File: config.mk
export PLATFORM = sky130hd
export DESIGN_NAME = avgpool_seq_flat
export DESIGN_NICKNAME = d
export VERILOG_FILES = /design/src/rtl/avgpool_seq_if.sv /design/src/rtl/avgpool_seq.sv /design/src/flat_wrapper.sv
export SDC_FILE = /design/constraint.sdc
export NUM_CORES = 1
export LEC_CHECK = 0
export CAP_MARGIN = 10
export CELL_PAD_IN_SITES_DETAIL_PLACEMENT = 1
export CELL_PAD_IN_SITES_GLOBAL_PLACEMENT = 2
export CORE_UTILIZATION = 35
export CTS_CLUSTER_DIAMETER = 100
export CTS_CLUSTER_SIZE = 12
export DETAILED_ROUTE_END_ITERATION = 7
export PLACE_DENSITY_LB_ADDON = 0.1
export SLEW_MARGIN = 10
export SYNTH_ARGS = -nofsm -noshare
export SYNTH_HDL_FRONTEND = slang
export SYNTH_SLANG_ARGS = --single-unit
File: constraint.sdc
create_clock -name clk -period 8.7 [get_ports clk]
set_clock_uncertainty 0.15 [all_clocks]
set_input_delay 2.61 -clock clk [delete_from_list [all_inputs] [get_ports clk]]
set_output_delay 2.61 -clock clk [all_outputs]
set_load 0.1 [all_outputs]
File: src/rtl/avgpool_seq_if.sv
// Signal bundle between the 2x2 average-pool sequencer and its layer controller,
// input buffer RAM, shared pool engine and output buffer RAM.
interface avgpool_seq_if #(
    parameter int DATA_W = 16,
    parameter int ADDR_W = 12
);
    logic              start;
    logic              busy;
    logic              done;

    logic              in_rd_en;
    logic [ADDR_W-1:0] in_rd_addr;
    logic [DATA_W-1:0] in_rd_data;

    logic              pe_start;
    logic [DATA_W-1:0] pe_tap0;
    logic [DATA_W-1:0] pe_tap1;
    logic [DATA_W-1:0] pe_tap2;
    logic [DATA_W-1:0] pe_tap3;
    logic              pe_done;
    logic [DATA_W-1:0] pe_result;

    logic              out_wr_en;
    logic [ADDR_W-1:0] out_wr_addr;
    logic [DATA_W-1:0] out_wr_data;

    modport master (
        input  start, in_rd_data, pe_done, pe_result,
        output busy, done, in_rd_en, in_rd_addr,
        output pe_start, pe_tap0, pe_tap1, pe_tap2, pe_tap3,
        output out_wr_en, out_wr_addr, out_wr_data
    );

    modport slave (
        output start, in_rd_data, pe_done, pe_result,
        input  busy, done, in_rd_en, in_rd_addr,
        input  pe_start, pe_tap0, pe_tap1, pe_tap2, pe_tap3,
        input  out_wr_en, out_wr_addr, out_wr_data
    );
endinterface

File: src/rtl/avgpool_seq.sv
// Walks a DEPTH x HEIGHT x WIDTH FP16 map one 2x2 window at a time: fetches four taps,
// runs the shared pool engine, and writes each average in channel-major raster order.
module avgpool_seq #(
    parameter int DEPTH  = 3,
    parameter int HEIGHT = 4,
    parameter int WIDTH  = 4,
    parameter int DATA_W = 16,
    parameter int ADDR_W = 12
) (
    input  logic          clk,
    input  logic          rst,
    avgpool_seq_if.master bus
);
    localparam int HO = HEIGHT / 2;
    localparam int WO = WIDTH / 2;

    localparam logic [ADDR_W-1:0] W_A     = ADDR_W'(WIDTH);
    localparam logic [ADDR_W-1:0] PLANE_A = ADDR_W'(HEIGHT * WIDTH);
    localparam logic [ADDR_W-1:0] LAST_C  = ADDR_W'(DEPTH - 1);
    localparam logic [ADDR_W-1:0] LAST_I  = ADDR_W'(HO - 1);
    localparam logic [ADDR_W-1:0] LAST_J  = ADDR_W'(WO - 1);

    if (HEIGHT < 2 || (HEIGHT % 2) != 0) begin : g_bad_height
        $error("avgpool_seq: HEIGHT must be even and >= 2");
    end
    if (WIDTH < 2 || (WIDTH % 2) != 0) begin : g_bad_width
        $error("avgpool_seq: WIDTH must be even and >= 2");
    end
    if (DEPTH < 1) begin : g_bad_depth
        $error("avgpool_seq: DEPTH must be >= 1");
    end
    if (longint'(DEPTH) * HEIGHT * WIDTH > (longint'(1) << ADDR_W)) begin : g_bad_addr_w
        $error("avgpool_seq: ADDR_W too narrow for DEPTH*HEIGHT*WIDTH");
    end

    typedef enum logic [2:0] {
        S_IDLE,
        S_READ,
        S_FLUSH,
        S_PE_GO,
        S_WAIT,
        S_WRITE,
        S_FIN
    } state_e;

    state_e            state_q;
    logic [1:0]        k_q;
    logic [ADDR_W-1:0] c_q, i_q, j_q;
    logic [ADDR_W-1:0] c_d, i_d, j_d;
    logic [ADDR_W-1:0] out_addr_q;
    logic [ADDR_W-1:0] in_rd_addr_q;
    logic [DATA_W-1:0] tap_q [4];
    logic [DATA_W-1:0] result_q;
    logic              busy_q, done_q, in_rd_en_q, pe_start_q, out_wr_en_q;
    logic              last_win;

    // Tap k of window (c,i,j): row 2i+k[1], column 2j+k[0] within plane c.
    function automatic logic [ADDR_W-1:0] tap_addr(
        input logic [ADDR_W-1:0] c,
        input logic [ADDR_W-1:0] i,
        input logic [ADDR_W-1:0] j,
        input logic [1:0]        k
    );
        logic [ADDR_W-1:0] row;
        logic [ADDR_W-1:0] col;
        row = {i[ADDR_W-2:0], k[1]};
        col = {j[ADDR_W-2:0], k[0]};
        return c * PLANE_A + row * W_A + col;
    endfunction

    assign last_win = (c_q == LAST_C) && (i_q == LAST_I) && (j_q == LAST_J);

    always_comb begin
        // NOTE: every output gets a default first so no path leaves one unassigned, which would infer a latch.
        c_d = c_q;
        i_d = i_q;
        j_d = j_q + ADDR_W'(1);
        if (j_q == LAST_J) begin
            j_d = '0;
            i_d = i_q + ADDR_W'(1);
            if (i_q == LAST_I) begin
                i_d = '0;
                c_d = c_q + ADDR_W'(1);
            end
        end
    end

    // NOTE: sequential state uses non-blocking assignments so every flop updates from pre-edge values.
    always_ff @(posedge clk) begin
        if (rst) begin
            state_q      <= S_IDLE;
            k_q          <= '0;
            c_q          <= '0;
            i_q          <= '0;
            j_q          <= '0;
            out_addr_q   <= '0;
            in_rd_addr_q <= '0;
            for (int t = 0; t < 4; t++) tap_q[t] <= '0;
            result_q     <= '0;
            busy_q       <= 1'b0;
            done_q       <= 1'b0;
            in_rd_en_q   <= 1'b0;
            pe_start_q   <= 1'b0;
            out_wr_en_q  <= 1'b0;
        end else begin
            case (state_q)
                S_IDLE: begin
                    if (bus.start) begin
                        c_q          <= '0;
                        i_q          <= '0;
                        j_q          <= '0;
                        out_addr_q   <= '0;
                        k_q          <= '0;
                        in_rd_en_q   <= 1'b1;
                        in_rd_addr_q <= '0;
                        busy_q       <= 1'b1;
                        state_q      <= S_READ;
                    end
                end
                S_READ: begin
                    // Read data lags the address by one cycle, so this cycle's word belongs to tap k-1.
                    if (k_q != 2'd0) tap_q[k_q - 2'd1] <= bus.in_rd_data;
                    if (k_q == 2'd3) begin
                        in_rd_en_q <= 1'b0;
                        state_q    <= S_FLUSH;
                    end else begin
                        k_q          <= k_q + 2'd1;
                        in_rd_addr_q <= tap_addr(c_q, i_q, j_q, k_q + 2'd1);
                    end
                end
                S_FLUSH: begin
                    tap_q[3]   <= bus.in_rd_data;
                    pe_start_q <= 1'b1;
                    state_q    <= S_PE_GO;
                end
                S_PE_GO: begin
                    pe_start_q <= 1'b0;
                    state_q    <= S_WAIT;
                end
                S_WAIT: begin
                    if (bus.pe_done) begin
                        result_q    <= bus.pe_result;
                        out_wr_en_q <= 1'b1;
                        state_q     <= S_WRITE;
                    end
                end
                S_WRITE: begin
                    out_wr_en_q <= 1'b0;
                    if (last_win) begin
                        busy_q  <= 1'b0;
                        done_q  <= 1'b1;
                        state_q <= S_FIN;
                    end else begin
                        c_q          <= c_d;
                        i_q          <= i_d;
                        j_q          <= j_d;
                        out_addr_q   <= out_addr_q + ADDR_W'(1);
                        k_q          <= '0;
                        in_rd_en_q   <= 1'b1;
                        in_rd_addr_q <= tap_addr(c_d, i_d, j_d, 2'd0);
                        state_q      <= S_READ;
                    end
                end
                S_FIN: begin
                    done_q  <= 1'b0;
                    state_q <= S_IDLE;
                end
                default: state_q <= S_IDLE;
            endcase
        end
    end

    assign bus.busy        = busy_q;
    assign bus.done        = done_q;
    assign bus.in_rd_en    = in_rd_en_q;
    assign bus.in_rd_addr  = in_rd_addr_q;
    assign bus.pe_start    = pe_start_q;
    assign bus.pe_tap0     = tap_q[0];
    assign bus.pe_tap1     = tap_q[1];
    assign bus.pe_tap2     = tap_q[2];
    assign bus.pe_tap3     = tap_q[3];
    assign bus.out_wr_en   = out_wr_en_q;
    assign bus.out_wr_addr = out_addr_q;
    assign bus.out_wr_data = result_q;
endmodule

File: src/flat_wrapper.sv
// flat-port wrapper written by rule: the top's interface ports become plain ports
module avgpool_seq_flat 
#(
    parameter int DEPTH  = 3,
    parameter int HEIGHT = 4,
    parameter int WIDTH  = 4,
    parameter int DATA_W = 16,
    parameter int ADDR_W = 12
)
  (clk, rst, bus_start, bus_in_rd_data, bus_pe_done, bus_pe_result, bus_busy, bus_done, bus_in_rd_en, bus_in_rd_addr, bus_pe_start, bus_pe_tap0, bus_pe_tap1, bus_pe_tap2, bus_pe_tap3, bus_out_wr_en, bus_out_wr_addr, bus_out_wr_data);
  avgpool_seq_if #(.DATA_W(DATA_W), .ADDR_W(ADDR_W)) bus_i ();
  input  logic clk;
  input  logic rst;
  input wire logic [$bits(bus_i.start)-1:0] bus_start;
  input wire logic [$bits(bus_i.in_rd_data)-1:0] bus_in_rd_data;
  input wire logic [$bits(bus_i.pe_done)-1:0] bus_pe_done;
  input wire logic [$bits(bus_i.pe_result)-1:0] bus_pe_result;
  output wire logic [$bits(bus_i.busy)-1:0] bus_busy;
  output wire logic [$bits(bus_i.done)-1:0] bus_done;
  output wire logic [$bits(bus_i.in_rd_en)-1:0] bus_in_rd_en;
  output wire logic [$bits(bus_i.in_rd_addr)-1:0] bus_in_rd_addr;
  output wire logic [$bits(bus_i.pe_start)-1:0] bus_pe_start;
  output wire logic [$bits(bus_i.pe_tap0)-1:0] bus_pe_tap0;
  output wire logic [$bits(bus_i.pe_tap1)-1:0] bus_pe_tap1;
  output wire logic [$bits(bus_i.pe_tap2)-1:0] bus_pe_tap2;
  output wire logic [$bits(bus_i.pe_tap3)-1:0] bus_pe_tap3;
  output wire logic [$bits(bus_i.out_wr_en)-1:0] bus_out_wr_en;
  output wire logic [$bits(bus_i.out_wr_addr)-1:0] bus_out_wr_addr;
  output wire logic [$bits(bus_i.out_wr_data)-1:0] bus_out_wr_data;
  assign bus_i.start = bus_start;
  assign bus_i.in_rd_data = bus_in_rd_data;
  assign bus_i.pe_done = bus_pe_done;
  assign bus_i.pe_result = bus_pe_result;
  assign bus_busy = bus_i.busy;
  assign bus_done = bus_i.done;
  assign bus_in_rd_en = bus_i.in_rd_en;
  assign bus_in_rd_addr = bus_i.in_rd_addr;
  assign bus_pe_start = bus_i.pe_start;
  assign bus_pe_tap0 = bus_i.pe_tap0;
  assign bus_pe_tap1 = bus_i.pe_tap1;
  assign bus_pe_tap2 = bus_i.pe_tap2;
  assign bus_pe_tap3 = bus_i.pe_tap3;
  assign bus_out_wr_en = bus_i.out_wr_en;
  assign bus_out_wr_addr = bus_i.out_wr_addr;
  assign bus_out_wr_data = bus_i.out_wr_data;
  avgpool_seq #(.DEPTH(DEPTH), .HEIGHT(HEIGHT), .WIDTH(WIDTH), .DATA_W(DATA_W), .ADDR_W(ADDR_W)) u_core (.clk(clk), .rst(rst), .bus(bus_i));
endmodule
==> results.json <==
{
  "drt_wl_total_um": 22300,
  "finalMaxSlewViolations": 0,
  "synth-compound-area-share_pct": 11.5,
  "hold_class": "flop to flop",
  "synthSimpleGateAreaFrac_pct": 23.3,
  "grt_max_degree": 76,
  "grt-ovfl-total": 0,
  "yosysSeqAreaShare_pct": 47.1,
  "drive_gt1_share_pct": 6.06,
  "syn_inst": 829,
  "htreeDepth": 4,
  "cap_violations": 0,
  "hold_ws_ns": 0.311,
  "leakagePower_nw": 3.71,
  "antenna_left": 0,
  "ys_types": 64,
  "cts_buffers": 17,
  "synthesis.nets": 908,
  "rsz0062_at_grt": "no",
  "cts_resized": 0,
  "timing.rr.start": "u_core.j_q[0]",
  "critical_path_arrival_ns": 2.08,
  "critPathKind": "flop to output port",
  "die_h_um": 151,
  "relSlewSlack_pct": 24.4,
  "diodes": 0,
  "hold_start": "u_core.bus.in_rd_addr[6]",
  "pwr_density_cell_mw_per_mm2": 177,
  "vias": 6407,
  "period_needed_ns": 4.84,
  "fin_nets": 1039,
  "viasPerCell": 5.11,
  "antenna_found_initial": 0,
  "run_status": "finished clean",
  "hold_buffers": 0,
  "core_area_mm2": 0.0218,
  "wl_per_cell_um": 17.8,
  "ir_drop_mv": 0.110,
  "synth_edf_count": 64,
  "cpMaxStageDelayCell": "clkdlybuf4s50_1",
  "yosys_most_used_dff": "dfxtp_1",
  "critPathMaxFanout": 7,
  "layout_common_cells": "clkdlybuf4s50_1, nor2_1, nand2_1",
  "path_buf_inv": 1,
  "cp_top_family": "buffers and inverters",
  "drtPass1Iterations": 6,
  "drtIter0Drc": 333,
  "rows": 54,
  "r2r_end": "u_core.bus.in_rd_addr[11]",
  "synth_seq_cells": 150,
  "clk_pin_slew_worst_paths_ns": 0.07,
  "worst_pin_slew_ns": 1.13,
  "setup.worst_path.start_class": "flop",
  "cts_tree": "built",
  "syn2layout_area_growth_pct": 29.2,
  "cp-end-kind": "output port",
  "cts_root_buf": "clkbuf_16",
  "die_area_mm2": 0.0227,
  "synthAdderAreaFrac_pct": 8.51,
  "die_w_um": 151,
  "start_util_pct": 35.5,
  "grt_pass1_wl_um": 35400,
  "io_pins": 145,
  "port_buffers": 144,
  "fin_tns_setup_ns": 0,
  "drc": 0,
  "post_cts_buffers": 0,
  "grt_usage_pct": 20.2,
  "syn_area_mm2": 0.00773,
  "hold_viol_final": 0,
  "synth_xor_xnor_area_share_pct": 5.10,
  "reg2regPathDepth": 15,
  "max_clock_freq_mhz": 206,
  "cts_sinks": 150,
  "muxShareOfSynthArea_pct": 0.388,
  "yosysWarnings": 0,
  "crit_required_ns": 5.94,
  "cts_buffer_depth": 2,
  "final_common_cell": "clkdlybuf4s50_1",
  "hold_depth": 2,
  "synth_area_per_cell_um2": 9.33,
  "r2r_slack_ns": 4.09,
  "synth_top_family_by_area": "simple AND/OR/NAND/NOR gates",
  "post-route-period-util_pct": 55.7,
  "clk_latency_ns": 0.42,
  "hpwlAfterDp_um": 16800,
  "gp_congestion": 0.842,
  "path_cells": "clkdlybuf4s50_1",
  "synth-async-reset-ratio_pct": 0,
  "finalSetupViolations": 0,
  "grt_pass1_vias": 6546,
  "hold_end": "u_core.bus.in_rd_addr[6]",
  "cpPeakStageDelay_ns": 1.19
}
flip-flops by register name, indices dropped and copies added (netlist names):
signal                  count
u_core.tap_q               64
u_core.bus.out_wr_data     16
u_core.bus.in_rd_addr      12
u_core.bus.out_wr_addr     12
u_core.c_q                 12
u_core.i_q                 12
u_core.j_q                 12
u_core.state_q              3
u_core.k_q                  2
u_core.bus.busy             1
u_core.bus.done             1
u_core.bus.in_rd_en         1
u_core.bus.out_wr_en        1
u_core.bus.pe_start         1
layer usage:
layer | global-route usage (%) | vias up | share of wire (%) | routed length, um
li1 | - | 3149 | - | -
met1 | 25.9 | 3095 | 46 | 10200
met2 | 34.3 | 139 | 49 | 10900
met3 | 3.45 | 24 | 3.7 | 833
met4 | 6.85 | 0 | 2.0 | 437
met5 | 0 | - | 0 | 0
final cells by class:
type                            instances  area, um2
Inverter                               44        165
Clock buffer                           19        433
Multi-Input combinational cell        598       3790
Fill cell                            2506      11800
Sequential cell                       150       3640
Tap cell                              280        350
Timing Repair Buffer                  149       1470
Clock inverter                         13        136
Yosys cell counts (3+ instances only):
cell      count  share of area (%)
a21o_1        5               0.49
a21oi_1      69                4.5
a31oi_1       8               0.65
and2_1        3               0.24
and3_1       11               0.89
and3_2        3               0.29
buf_2         5               0.32
clkbuf_1     30                1.5
dfxtp_1      86                 22
edfxtp_1     64                 25
fa_1         16                4.1
ha_1         27                4.4
inv_1        44                2.1
mux2i_1       3               0.39
nand2_1      89                4.3
nand2b_1      8               0.65
nand3_1      33                2.1
nand3b_1      7               0.68
nand4_1      12               0.97
nand4b_1      3               0.34
nor2_1      126                6.1
nor2b_1       6               0.49
nor3_1       29                1.9
nor4_1        5               0.40
o211ai_1      3               0.29
o21a_1        8               0.78
o21ai_0      27                1.7
o21bai_1      5               0.49
or3_1         8               0.65
xnor2_1      23                2.6
xor2_1       22                2.5
worst reg2reg max path: stages (launching register included):
cell and delay [ns]:
dfxtp_1 0.47, ha_1 0.22, nor4b_4 0.29, and3_2 0.45, nand2_1 0.22, a21oi_1 0.40
fa_1 0.48, inv_1 0.11, ha_1 0.24, a21oi_1 0.31, o2111ai_1 0.22, nand4_1 0.20
a21oi_1 0.06, o21ai_0 0.17, o211ai_1 0.20, o41ai_2 0.32
worst max path at each step:
stage | startpoint | end | slack (ns) | cells after the start
finish | u_core.bus.out_wr_addr[2] | bus_out_wr_addr[2] | 3.86 | 1
global route | u_core.bus.out_wr_addr[2] | bus_out_wr_addr[2] | 3.76 | 1
CTS | u_core.bus.out_wr_addr[2] | bus_out_wr_addr[2] | 3.83 | 1
global placement | bus_start | u_core.bus.out_wr_addr[11] | 3.69 | 8
floorplan | rst | u_core.tap_q[2][0] | 4.49 | 3
detailed placement | rst | u_core.tap_q[1][11] | 3.59 | 4
metrics by stage:
| step | power (W) | worst slack [ns] | cells | area, um2 | util, % |
|---|---|---|---|---|---|
| 4_1_cts | 0.00179 | 3.83 | 1253 | 9990 | 45.9 |
| 3_5_place_dp | 0.00106 | 3.59 | 1221 | 9420 | 43.3 |
| 2_1_floorplan | 0.000980 | 4.49 | 829 | 7730 | - |
| 5_1_grt | 0.00183 | 3.76 | 1253 | 9990 | 45.9 |
| 3_3_place_gp | 0.00106 | 3.69 | 1221 | 9420 | 43.3 |
| 6_report | 0.00176 | 3.86 | 1253 | 9990 | 45.9 |
where the power goes:
group / switching, W / internal [W] / leakage (nW) / total, W
Combinational: 0.000215 / 0.0000622 / 2.09 / 0.000277
Sequential: 0.0000111 / 0.000755 / 1.36 / 0.000766
Clock: 0.000319 / 0.000403 / 0.269 / 0.000722
Total: 0.000545 / 0.00122 / 3.71 / 0.00176
cells by family after synthesis:
family                     count (synthesis)
muxes                                      3
and+or+nand+nor                          362
xor gates and xnor gates                  45
adders and majority gates                 43
buffers and inverters                     81
AOI/OAI and AO/OA                        145
DFF                                      150
Note: power is estimated with default switching activity, not from simulation.
